[config.mk]
export PLATFORM = sky130hd
export DESIGN_NAME = exception_unit
export DESIGN_NICKNAME = d
export VERILOG_FILES = /design/src/rtl/exception_unit_pkg.sv /design/src/rtl/exception_unit_prio_enc.sv /design/src/rtl/exception_unit.sv
export SDC_FILE = /design/constraint.sdc
export NUM_CORES = 1
export LEC_CHECK = 0
export CAP_MARGIN = 40
export CELL_PAD_IN_SITES_DETAIL_PLACEMENT = 1
export CELL_PAD_IN_SITES_GLOBAL_PLACEMENT = 1
export CORE_AREA = 10 10 121 145
export DETAILED_ROUTE_END_ITERATION = 8
export DIE_AREA = 0 0 131 155
export PLACE_DENSITY = 0.76
export SETUP_SLACK_MARGIN = 0.05
export SLEW_MARGIN = 20
export SYNTH_ARGS = -nofsm -noshare
export SYNTH_HDL_FRONTEND = slang
export SYNTH_SLANG_ARGS = --single-unit
[constraint.sdc]
create_clock -name clk -period 2.9 [get_ports clk]
set_input_delay 0.725 -clock clk [delete_from_list [all_inputs] [get_ports clk]]
set_output_delay 0.725 -clock clk [all_outputs]
set_load 0.01 [all_outputs]
[src/rtl/exception_unit_pkg.sv]
// Shared constants for the MEM-stage exception unit: exception codes, flag
// bit positions, CP0 register addresses and FSM state encodings.
package exception_unit_pkg;

  localparam logic [4:0] EXC_INT = 5'h00;
  localparam logic [4:0] EXC_SYS = 5'h08;
  localparam logic [4:0] EXC_RI  = 5'h0a;
  localparam logic [4:0] EXC_OV  = 5'h0c;
  localparam logic [4:0] EXC_TR  = 5'h0d;

  localparam int FLAG_SYSCALL = 0;
  localparam int FLAG_TRAP    = 1;
  localparam int FLAG_INV     = 2;
  localparam int FLAG_OV      = 3;
  localparam int FLAG_ERET    = 4;

  localparam logic [4:0] CP0_STATUS = 5'd12;
  localparam logic [4:0] CP0_CAUSE  = 5'd13;
  localparam logic [4:0] CP0_EPC    = 5'd14;

  typedef enum logic [1:0] {
    ST_IDLE  = 2'b00,
    ST_FLUSH = 2'b01,
    ST_DRAIN = 2'b10
  } exc_state_e;

  // Software may only write Cause.IP[1:0] and bits 23:22; hardware owns the rest.
  function automatic logic [31:0] merge_cause(input logic [31:0] cur,
                                              input logic [31:0] wr);
    merge_cause = {cur[31:24], wr[23:22], cur[21:10], wr[9:8], cur[7:0]};
  endfunction

endpackage

[src/rtl/exception_unit_prio_enc.sv]
// Combinational priority encoder: picks the winning exception/interrupt for
// the MEM instruction and reports whether it is a plain ERET.
module exc_prio_enc
  import exception_unit_pkg::*;
(
  input  logic [4:0] flags,
  input  logic       int_pending,
  input  logic       valid,
  output logic       exc_event,
  output logic [4:0] code,
  output logic       is_eret
);

  always_comb begin
    exc_event = 1'b0;
    code      = EXC_INT;
    is_eret   = 1'b0;
    if (valid) begin
      if (int_pending) begin
        exc_event = 1'b1;
        code      = EXC_INT;
      end else if (flags[FLAG_INV]) begin
        exc_event = 1'b1;
        code      = EXC_RI;
      end else if (flags[FLAG_SYSCALL]) begin
        exc_event = 1'b1;
        code      = EXC_SYS;
      end else if (flags[FLAG_TRAP]) begin
        exc_event = 1'b1;
        code      = EXC_TR;
      end else if (flags[FLAG_OV]) begin
        exc_event = 1'b1;
        code      = EXC_OV;
      end else if (flags[FLAG_ERET]) begin
        exc_event = 1'b1;
        is_eret   = 1'b1;
      end
    end
  end

endmodule

[src/rtl/exception_unit.sv]
// MEM-stage exception/interrupt arbiter: forwards WB CP0 writes, picks the
// winning event, then issues a registered flush plus one-cycle CP0 commit.
module exception_unit
  import exception_unit_pkg::*;
#(
  parameter logic [31:0] EXC_VECTOR   = 32'h0000_0020,
  parameter int          DRAIN_CYCLES = 2
) (
  input  logic        clk,
  input  logic        rst_n,
  input  logic        mem_valid_i,
  input  logic [31:0] mem_pc_i,
  input  logic        mem_in_delay_i,
  input  logic [4:0]  mem_exc_i,
  input  logic [31:0] cp0_status_i,
  input  logic [31:0] cp0_cause_i,
  input  logic [31:0] cp0_epc_i,
  input  logic        wb_cp0_we_i,
  input  logic [4:0]  wb_cp0_waddr_i,
  input  logic [31:0] wb_cp0_wdata_i,
  output logic        flush_o,
  output logic [31:0] new_pc_o,
  output logic        exc_we_o,
  output logic [4:0]  exc_code_o,
  output logic [31:0] exc_epc_o,
  output logic        exc_bd_o,
  output logic        exc_eret_o,
  output logic        busy_o
);

  localparam logic [2:0] DRAIN_LAST = 3'(DRAIN_CYCLES - 1);

  logic [31:0] eff_status;
  logic [31:0] eff_cause;
  logic [31:0] eff_epc;
  logic        int_pending;
  logic        det_event;
  logic        det_eret;
  logic [4:0]  det_code;
  logic        take;
  logic [2:0]  drain_cnt;
  logic        unused_cp0_bits;

  exc_state_e state, next_state;

  assign eff_status = (wb_cp0_we_i && wb_cp0_waddr_i == CP0_STATUS) ? wb_cp0_wdata_i : cp0_status_i;
  assign eff_epc    = (wb_cp0_we_i && wb_cp0_waddr_i == CP0_EPC)    ? wb_cp0_wdata_i : cp0_epc_i;
  assign eff_cause  = (wb_cp0_we_i && wb_cp0_waddr_i == CP0_CAUSE)
                      ? merge_cause(cp0_cause_i, wb_cp0_wdata_i) : cp0_cause_i;

  assign int_pending = (|(eff_status[15:8] & eff_cause[15:8])) && eff_status[0] && !eff_status[1];

  assign unused_cp0_bits = ^{eff_status[31:16], eff_status[7:2], eff_cause[31:16], eff_cause[7:0]};

  exc_prio_enc u_prio (
    .flags       (mem_exc_i),
    .int_pending (int_pending),
    .valid       (mem_valid_i),
    .exc_event   (det_event),
    .code        (det_code),
    .is_eret     (det_eret)
  );

  always_ff @(posedge clk) begin
    if (!rst_n) state <= ST_IDLE;
    else        state <= next_state;
  end

  always_comb begin
    next_state = state;
    take       = 1'b0;
    case (state)
      ST_IDLE: begin
        if (det_event) begin
          next_state = ST_FLUSH;
          take       = 1'b1;
        end
      end
      ST_FLUSH: next_state = ST_DRAIN;
      ST_DRAIN: if (drain_cnt == DRAIN_LAST) next_state = ST_IDLE;
      default:  next_state = ST_IDLE;
    endcase
  end

  always_ff @(posedge clk) begin
    if (!rst_n || state != ST_DRAIN) drain_cnt <= 3'd0;
    else                             drain_cnt <= drain_cnt + 3'd1;
  end

  // Payload is captured only on the detection edge so every output falls back to 0 after one cycle.
  always_ff @(posedge clk) begin
    if (!rst_n || !take) begin
      flush_o    <= 1'b0;
      exc_we_o   <= 1'b0;
      new_pc_o   <= 32'd0;
      exc_code_o <= 5'd0;
      exc_epc_o  <= 32'd0;
      exc_bd_o   <= 1'b0;
      exc_eret_o <= 1'b0;
    end else begin
      flush_o    <= 1'b1;
      exc_we_o   <= 1'b1;
      new_pc_o   <= det_eret ? eff_epc : EXC_VECTOR;
      exc_code_o <= det_eret ? 5'd0 : det_code;
      exc_epc_o  <= det_eret ? 32'd0 : (mem_in_delay_i ? mem_pc_i - 32'd4 : mem_pc_i);
      exc_bd_o   <= mem_in_delay_i && !det_eret;
      exc_eret_o <= det_eret;
    end
  end

  assign busy_o = (state != ST_IDLE);

endmodule

==> results of run 1 <==
[cells by family after synthesis]
logic type               synth area share (%)
adder cells (fa/ha/maj)                  1.18
XOR/XNOR                                 8.01
multiplexers                             2.41
other                                   0.118
flip-flops                               48.0
AO/OA/AOI/OAI                            10.3
AND/OR/NAND/NOR                          25.5
buffers and inverters                    4.54
[sequential cells by signal, indices dropped and copies added, names as in the netlist]
name,flops
exc_we_o,1
exc_eret_o,1
exc_epc_o,32
new_pc_o,32
exc_code_o,4
exc_bd_o,1
drain_cnt,3
state,2
[placed cells by master, fill, tap and decap left out, drive strengths merged, types with 3 or more instances in the layout]
master and count:
xor2 12, nand3 4, dfxtp 76, or4 4, a21oi 38, clkdlybuf4s50 201
nor4 6, xnor2 17, a221oi 4, nor2 54, inv 10, mux2i 5
nand2 78, nand2b 4, ha 3, buf 22, nor3 14, clkbuf 10
[worst reg2reg max path, stage by stage (launching register included)]
cell and delay, ns:
dfxtp_1 0.33, nor2_1 0.18, and3_1 0.25, nand3_1 0.13, nor3_1 0.20, a21oi_2 0.10
buf_12 0.18, a21oi_1 0.18
[area by class of cell]
cell class / count / area, um^2 / share of cell area (%)
multi-input cells: 270 / 1500 / 25.8
clock buffers: 10 / 229 / 3.93
well taps: 204 / 255 / 4.38
repair buffers: 223 / 2200 / 37.8
flip-flops and latches: 76 / 1520 / 26.1
clock inverters: 5 / 77.6 / 1.33
inverters: 10 / 37.5 / 0.644
[layer usage]
| metal | global-route usage [%] | vias to the layer above | wire length [um] |
|---|---|---|---|
| met5 | 0 | - | 0 |
| met4 | 4.03 | 0 | 169 |
| met3 | 7.34 | 13 | 1700 |
| met2 | 21.8 | 167 | 6310 |
| met1 | 13.3 | 1574 | 5360 |
| li1 | - | 1664 | - |
[per-stage QoR]
stage,power [mW],util [%],instance area (um^2)
after detailed placement,1.52,37.4,5520
final,2.67,39.4,5830
after CTS,2.72,39.4,5830
after global placement,1.51,37.4,5520
after global routing,2.79,39.4,5830
after floorplan,1.22,-,3170
[final timing paths]
kind | slack [ns] | endpoint | cells after the start | from
min reg2reg | 0.45 | drain_cnt[0] | 1 | drain_cnt[0]
min | 0.45 | drain_cnt[0] | 1 | drain_cnt[0]
max | 0.27 | exc_epc_o[25] | 8 | wb_cp0_waddr_i[3]
max reg2reg | 1.26 | new_pc_o[18] | 7 | state[1]
[report_power, final]
part	switching [mW]	total [mW]	internal (mW)
combinational	0.154	0.416	0.262
clock	0.428	1.17	0.746
sequential	0.00982	1.08	1.07
==> results.cfg, run 1 <==
[critical_path]
path_buf_inv = 2
critPathArrivalTime_ns = 2.85
path_cells = clkdlybuf4s50_1 > nand4b_1 > or3_1 > mux2_4 > a221oi_4 > a31o_4 > buf_12 > nor2_1
path_max_fanout = 33
cp_slowest_cell = clkdlybuf4s50_1
cpLargestDelayFamily = buffers and inverters
cpPeakStageDelay_ns = 0.46
crit_path_start_kind = primary input
crit_path_end_kind = flop
crit_type = primary input to flop
cp.required_ns = 3.12

[grt]
grt_overflow = 0
antenna_found_initial = 0
grt_pass1_vias = 3916
track_usage_pct = 13.0
grt_pass1_wl_um = 20600
grt_max_degree = 34

[placed_design]
post-place-ws_ns = -0.0816
place_congestion = 0.825
place_inst = 783
numPortBuffers = 201
dpl.hpwl_um = 11200

[synthesis]
yosysMostFrequentCell = nand2_1
ys_warn_count = 0
yosys.area.top_type_share_pct = 48.0
synth_edf_count = 0
syn_area_um2 = 3170
synthArstFlopShare_pct = 0
synth_seq_cells = 76
avgSynthCellArea_um2 = 8.50
synth.largest_area_cell = dfxtp_1
netlist_instances = 373
synth-main-ff-cell = dfxtp_1
synth.area.top_cells = dfxtp_1 48%, nand2_1 9.2%, nor2_1 6.3%
yosys-top-cells-count = 78 x nand2_1, 76 x dfxtp_1, 53 x nor2_1, 37 x a21oi_1, 17 x xnor2_1
synth.distinct_cells = 45
seq_area_frac_synth_pct = 48.0
synth_fp_nets = 551

[floorplanning]
coreArea_um2 = 14800
die_x_um = 131
die_h_um = 155
io_pins = 249
row_count = 49
die-area_um2 = 20300
initial_core_util_pct = 21.4

[sta]
fmax_ghz = 0.380
tns_ns = 0
fin_skew_ns = 0.00467
fin_crit_ns = 2.63
finalHoldViolCount = 0
slew_violations = 0
finalCritPeriodShare_pct = 90.7
setup_ws_ns = 0.268
whs_ns = 0.448
rsz0062_at_grt = no
setup_violations = 0

[final_layout]
drive_above_1_share_pct = 7.91
syn_to_final_growth_pct = 83.9
nets = 768
diodes = 0
final_cells = 798
nFillCells = 1749

[min_path]
hold_path_class = flop to flop

[clocking]
insertion_delay_ns = 0.33
cts_setup_buffers = 0
cts_tree = built
clock_path_buffers = 2
clkTransAtPathRegs_ns = 0.06
root_buffer = clkbuf_16
cts_sinks = 76
h-tree-depth = 3
cts_resized = 0
ctsHoldBuffers = 0
cts_inserted_buffers = 9

[power_and_ir_drop]
ir_worst_vdd_mv = 0.202
power.density_nw_per_um2 = 459
p_leak_nw = 2.23

[route]
routedWlPerCell_um = 17.0
vias = 3418
ant_nets = 0
dr.pass1.iters = 4
drc = 0
vias_per_cell = 4.28
routed_wirelength_um = 13500
drtIter0Drc = 113

[status]
outcome = completed

[run]
max_cap_violations = 0
Power figures use the tool's default switching activity.
==> run 2, diff against run 1 <==
--- a/config.mk
+++ b/config.mk
@@ -5,15 +5,15 @@
 export SDC_FILE = /design/constraint.sdc
 export NUM_CORES = 1
 export LEC_CHECK = 0
-export CAP_MARGIN = 40
 export CELL_PAD_IN_SITES_DETAIL_PLACEMENT = 1
 export CELL_PAD_IN_SITES_GLOBAL_PLACEMENT = 1
-export CORE_AREA = 10 10 121 145
+export CORE_AREA = 10 10 119 143
 export DETAILED_ROUTE_END_ITERATION = 8
-export DIE_AREA = 0 0 131 155
-export PLACE_DENSITY = 0.76
+export DIE_AREA = 0 0 129 153
+export PLACE_DENSITY = 0.78
 export SETUP_SLACK_MARGIN = 0.05
 export SLEW_MARGIN = 20
 export SYNTH_ARGS = -nofsm -noshare
 export SYNTH_HDL_FRONTEND = slang
+export SYNTH_HIERARCHICAL = 1
 export SYNTH_SLANG_ARGS = --single-unit
==> results.cfg, run 2 <==
[status]
outcome = finished with violations
violations = setup timing

[sta]
relSlewSlack_pct = 64.5
fin_skew_ns = 0.00526
setup_ws_ns = -0.0480
setup_violations = 36
fin_crit_ns = 2.95
finalCritPeriodShare_pct = 102
tightest_slew_ns = 0.525
fmax_ghz = 0.339
slew_violations = 0
rsz0062_at_grt = yes
tns_ns = -0.906
finalHoldViolCount = 0

[final_layout]
diodes = 0
mostFrequentLayoutCells = 196 x clkdlybuf4s50_1, 77 x dfxtp_1, 71 x nand2_1
utilization_pct = 46.1
syn_to_final_growth_pct = 104
final_cells = 781
nFillCells = 1609
nets = 779
layout_commonest_cell = clkdlybuf4s50_1
reg_top3 = exc_epc_o x32, new_pc_o x32, exc_code_o x5
drive_above_1_share_pct = 22.4

[grt]
grt_max_degree = 31
antenna_found_initial = 0
grt_pass1_wl_um = 21600
grt_overflow = 0
track_usage_pct = 14.2
grt_pass1_vias = 3936

[critical_path]
cpPeakStageDelay_ns = 0.31
path_common_cell = buf_12
cpLargestDelayFamily = simple AND/OR/NAND/NOR gates
path_max_fanout = 8
crit_path_end_kind = flop
path_buf_inv = 6
crit_path_start_kind = primary input
cp_slowest_cell = mux2_4
path_cells = buf_6 > nand4b_1 > nor3_4 > buf_6 > mux2_4 > a221oi_4 > a41oi_4 > nor2_1 > a21boi_1 > nand3_1 > inv_2 > nand2b_4 > buf_12 > buf_12 > buf_12 > nor2_4
cp.required_ns = 3.12
crit_type = primary input to flop
critPathArrivalTime_ns = 3.17

[clocking]
cts_sinks = 77
clkTransAtPathRegs_ns = 0.06
root_buffer = clkbuf_16
cts_tree = built
cts_inserted_buffers = 9
h-tree-depth = 3
insertion_delay_ns = 0.34
ctsHoldBuffers = 0
clock_path_buffers = 2

[synthesis]
synth-main-ff-cell = dfxtp_1
netlist_instances = 368
avgSynthCellArea_um2 = 8.72
synth_edf_count = 0
synth_seq_cells = 77
synth.distinct_cells = 43
yosys-top-cells-count = 77 x dfxtp_1, 72 x nand2_1, 47 x nor2_1, 34 x a21oi_1, 20 x xor2_1
yosys.area.top_type_share_pct = 48.0
ys_warn_count = 6
synth.largest_area_cell = dfxtp_1
seq_area_frac_synth_pct = 48.0
synthArstFlopShare_pct = 0
synth.area.top_cells = dfxtp_1 48%, nand2_1 8.4%, nor2_1 5.5%
syn_area_um2 = 3210
synth_fp_nets = 546
yosysMostFrequentCell = dfxtp_1

[placed_design]
place_inst = 747
place_congestion = 0.785
numPortBuffers = 202
dpl.hpwl_um = 11100

[route]
vias = 3526
routed_wirelength_um = 14700
drtIter0Drc = 99
drc = 0
vias_per_cell = 4.51
dr.pass1.iters = 4
routedWlPerCell_um = 18.8
ant_nets = 0

[run]
max_cap_violations = 0

[min_path]
hold_path_class = flop to flop

[power_and_ir_drop]
power.density_nw_per_um2 = 434
p_leak_nw = 2.43
ir_worst_vdd_mv = 0.216

[floorplanning]
die-area_um2 = 19700
row_count = 48
die_h_um = 153
coreArea_um2 = 14200
initial_core_util_pct = 22.7
io_pins = 249
die_x_um = 129
## run 2: changes by cell type in the layout (fill, tap and decap cells not counted), sizes merged, moves of 5 or more
cell | before | now
and2 | 2 | 10
buf | 22 | 38
clkdlybuf4s50 | 201 | 196
nand2 | 78 | 72
nand3 | 4 | 10
nor2 | 54 | 47
nor3 | 14 | 6
xnor2 | 17 | 8
xor2 | 12 | 20
## run 2: through the flow
stage	power [mW]	cell area, um^2	hold WS, ns	setup WS (ns)
after CTS	2.86	6260	0.460	-0.0157
after detailed placement	1.52	5630	0.446	-0.644
after floorplan	1.23	3320	0.421	0.00141
after global placement	1.51	5630	0.432	-0.538
final	2.83	6530	0.457	-0.0480
after global routing	2.96	6530	0.491	-0.212
## run 2: area by class of cell
type                            instances  area, um^2  area share (%)
Multi-Input combinational cell        265        1930            29.6
Clock inverter                          5        82.6            1.26
Inverter                                9        33.8           0.517
Timing Repair Buffer                  239        2470            37.8
Tap cell                              175         219            3.35
Sequential cell                        77        1540            23.6
Clock buffer                           11         253            3.87
## run 2: path summary, 6_finish.rpt
check                         start       endpoint  slack (ns)  cells past startpoint
hold reg to reg        drain_cnt[0]   drain_cnt[0]        0.46                      1
setup / recovery  wb_cp0_waddr_i[4]  exc_epc_o[28]       -0.05                     16
hold / removal         drain_cnt[0]   drain_cnt[0]        0.46                      1
setup reg to reg           state[1]  exc_code_o[3]        1.54                      6
## run 2: timing repair
action | CTS | global route
pin swaps | 20 | 15
cloned | 2 | 4
endpoints found under the setup margin | 71 | 69
gates resized for setup | 57 | 49
buffers inserted | 10 | 5
## run 2: kinds of logic (layout without fill, tap and decap cells)
family | Yosys count | in the layout | synth area share (%)
AOI/OAI and AO/OA | 46 | 46 | 7.95
xor gates and xnor gates | 28 | 28 | 7.64
adders and majority gates | 3 | 3 | 1.17
buffers and inverters | 26 | 264 | 3.74
DFF | 77 | 77 | 48.0
muxes | 8 | 8 | 2.73
other | 1 | 1 | 0.117
and+or+nand+nor | 179 | 179 | 28.6
## run 2: power breakdown
| group | leakage [nW] | switching (mW) | internal [mW] |
|---|---|---|---|
| Combinational | 1.64 | 0.185 | 0.286 |
| Clock | 0.166 | 0.465 | 0.802 |
| Sequential | 0.625 | 0.00946 | 1.09 |
| Total | 2.43 | 0.659 | 2.17 |
## run 2: routing by layer
metal / global-route usage, % / routed length [um] / vias up
li1: - / - / 1688
met4: 5.86 / 412 / 0
met3: 4.91 / 1060 / 25
met2: 27.2 / 8140 / 126
met5: 0 / 0 / -
met1: 13.1 / 5070 / 1687
## run 2: worst register-to-register path, delay by kind of cell, from the launching register on
kind | cells | cell delay (ns)
buffers and inverters | 2 | 0.29
flip-flops | 1 | 0.33
AND/OR/NAND/NOR | 4 | 0.69
==> run 3, diff against run 2 <==
--- a/config.mk
+++ b/config.mk
@@ -7,10 +7,10 @@
 export LEC_CHECK = 0
 export CELL_PAD_IN_SITES_DETAIL_PLACEMENT = 1
 export CELL_PAD_IN_SITES_GLOBAL_PLACEMENT = 1
-export CORE_AREA = 10 10 119 143
+export CORE_AREA = 10 10 117 146
 export DETAILED_ROUTE_END_ITERATION = 8
-export DIE_AREA = 0 0 129 153
-export PLACE_DENSITY = 0.78
+export DIE_AREA = 0 0 127 156
+export PLACE_DENSITY = 0.77
 export SETUP_SLACK_MARGIN = 0.05
 export SLEW_MARGIN = 20
 export SYNTH_ARGS = -nofsm -noshare
==> results.cfg, run 3 (same netlist as run 2, synthesis figures left out) <==
[critical_path]
cp.required_ns = 3.11
ff2ff_setup_slack_ns = 1.58
r2r-end = new_pc_o[0]
r2r_cells = 7
r2r_start = state[1]
critPathArrivalTime_ns = 3.14
path_max_fanout = 8
crit_path_end_kind = flop
crit_path_start_kind = primary input
crit_type = primary input to flop

[floorplanning]
io_pins = 249
coreArea_um2 = 14200
initial_core_util_pct = 22.6
row_count = 49
die_h_um = 156
die_x_um = 127
die-area_um2 = 19800

[clocking]
cts_inserted_buffers = 9
cts_tree = built
ctsHoldBuffers = 0
cts_sinks = 77
clkTransAtPathRegs_ns = 0.06
h-tree-depth = 3
insertion_delay_ns = 0.33
clock_path_buffers = 2
root_buffer = clkbuf_16

[grt]
grt_overflow = 0
grt_pass1_wl_um = 20900
antenna_found_initial = 0
grt_pass1_vias = 3897
track_usage_pct = 13.2
grt_max_degree = 32

[route]
met2RoutedLength_um = 7830
dr.pass1.iters = 4
drc = 0
routed_wirelength_um = 14200
top_layer = met4
vias = 3473
wl_met3_um = 1060
m1WireLength_um = 5060
ant_nets = 0
routedWlPerCell_um = 18.2
drtIter0Drc = 105
vias_per_cell = 4.46

[min_path]
hold_path_class = flop to flop
hold_depth = 1
min_to = drain_cnt[0]
worstHoldStart = drain_cnt[0]

[sta]
setup_ws_ns = -0.0221
fmax_ghz = 0.342
fin_crit_ns = 2.92
slew_violations = 0
fin_skew_ns = 0.00876
finalCritPeriodShare_pct = 101
rsz0062_at_grt = yes
relSlewSlack_pct = 60.5
whs_ns = 0.459
finalHoldViolCount = 0
tightest_slew_ns = 0.587
setup_violations = 18

[power_and_ir_drop]
ir_worst_vdd_mv = 0.282
p_leak_nw = 2.37
clockPowerShare_pct = 47.7
p_comb_share_pct = 14.9
power.density_nw_per_um2 = 464
swShare_pct = 21.8
p_sw_mw = 0.638
p_seq_share_pct = 37.4
internal_power_mw = 2.29

[final_layout]
diodes = 0
finalInstanceArea_um2 = 6300
reg_top3 = exc_epc_o x32, new_pc_o x32, exc_code_o x5
syn_to_final_growth_pct = 96.3
layout_commonest_cell = clkdlybuf4s50_1
drive_above_1_share_pct = 19.8
nets = 773
mostFrequentLayoutCells = 196 x clkdlybuf4s50_1, 77 x dfxtp_1, 71 x nand2_1

[status]
outcome = finished with violations
violations = setup timing

[run]
max_cap_violations = 0

[placed_design]
place_congestion = 0.780
dpl_cell_area_um2 = 5630
numPortBuffers = 202
dpl.hpwl_um = 10900
==> run 3: changes by cell type in the layout (fill, tap and decap cells not counted), moves of 4 or more <==
cell,previous run,this run
nor2_4,14,3
a21oi_2,22,29
a21oi_4,7,2
buf_12,9,5
nor2_1,25,34
==> run 3: what timing repair did <==
| item | 4_1_cts | 5_1_grt |
|---|---|---|
| setup endpoints to repair | 72 | 71 |
| resized for setup | 51 | 20 |
| pin swaps | 9 | 3 |
| gates cloned | 1 | 2 |
| setup buffers | 8 | 2 |
==> run 3: final cells by class <==
cell class | count | area [um^2]
Clock buffer | 9 | 225
Clock inverter | 7 | 145
Fill cell | 1639 | 7920
Inverter | 9 | 33.8
Multi-Input combinational cell | 265 | 1800
Sequential cell | 77 | 1540
Tap cell | 178 | 223
Timing Repair Buffer | 233 | 2330
==> run 3: power by group through the flow <==
stage	clock (mW)	sequential [mW]	combinational (mW)
final	1.39	1.10	0.436
after global routing	1.47	1.10	0.467
after CTS	1.43	1.10	0.418
after detailed placement	0	1.12	0.404
after global placement	0	1.12	0.395
after floorplan	0	1.13	0.103
==> run 3: how the worst max path moves through the flow <==
stage	startpoint	to	slack, ns
2_1_floorplan	wb_cp0_waddr_i[4]	exc_epc_o[10]	0.001
3_3_place_gp	wb_cp0_waddr_i[2]	exc_epc_o[25]	-0.62
3_5_place_dp	wb_cp0_waddr_i[4]	exc_epc_o[17]	-0.72
4_1_cts	wb_cp0_waddr_i[4]	new_pc_o[0]	-0.04
5_1_grt	wb_cp0_waddr_i[4]	exc_epc_o[10]	-0.15
6_report	wb_cp0_waddr_i[0]	exc_epc_o[5]	-0.02
==> run 3: metrics by stage <==
| stage | instances | power (mW) | setup slack (ns) | utilization (%) | TNS [ns] |
|---|---|---|---|---|---|
| 2_1_floorplan | 368 | 1.23 | 0.00141 | - | 0 |
| 3_3_place_gp | 752 | 1.51 | -0.619 | 39.6 | -41.10 |
| 3_5_place_dp | 752 | 1.52 | -0.721 | 39.6 | -48.74 |
| 4_1_cts | 775 | 2.95 | -0.0359 | 43.6 | -0.448 |
| 5_1_grt | 778 | 3.03 | -0.150 | 44.3 | -6.52 |
| 6_report | 778 | 2.93 | -0.0221 | 44.3 | -0.230 |
==> run 3: layer usage <==
layer	vias to the layer above	track usage [%]
met3	14	4.93
met4	0	4.24
met1	1664	12.4
li1	1673	-
met2	122	25.7
met5	-	0
==> run 3: critical path, cell delays in order <==
cell and delay [ns]:
dlygate4sd2_1 0.31, nor3_4 0.26, buf_12 0.15, mux2_4 0.31, a221oi_4 0.30, a41oi_2 0.21, nor2b_1 0.20, and3_4 0.25
nand2b_4 0.18, clkbuf_16 0.19, a21oi_4 0.04
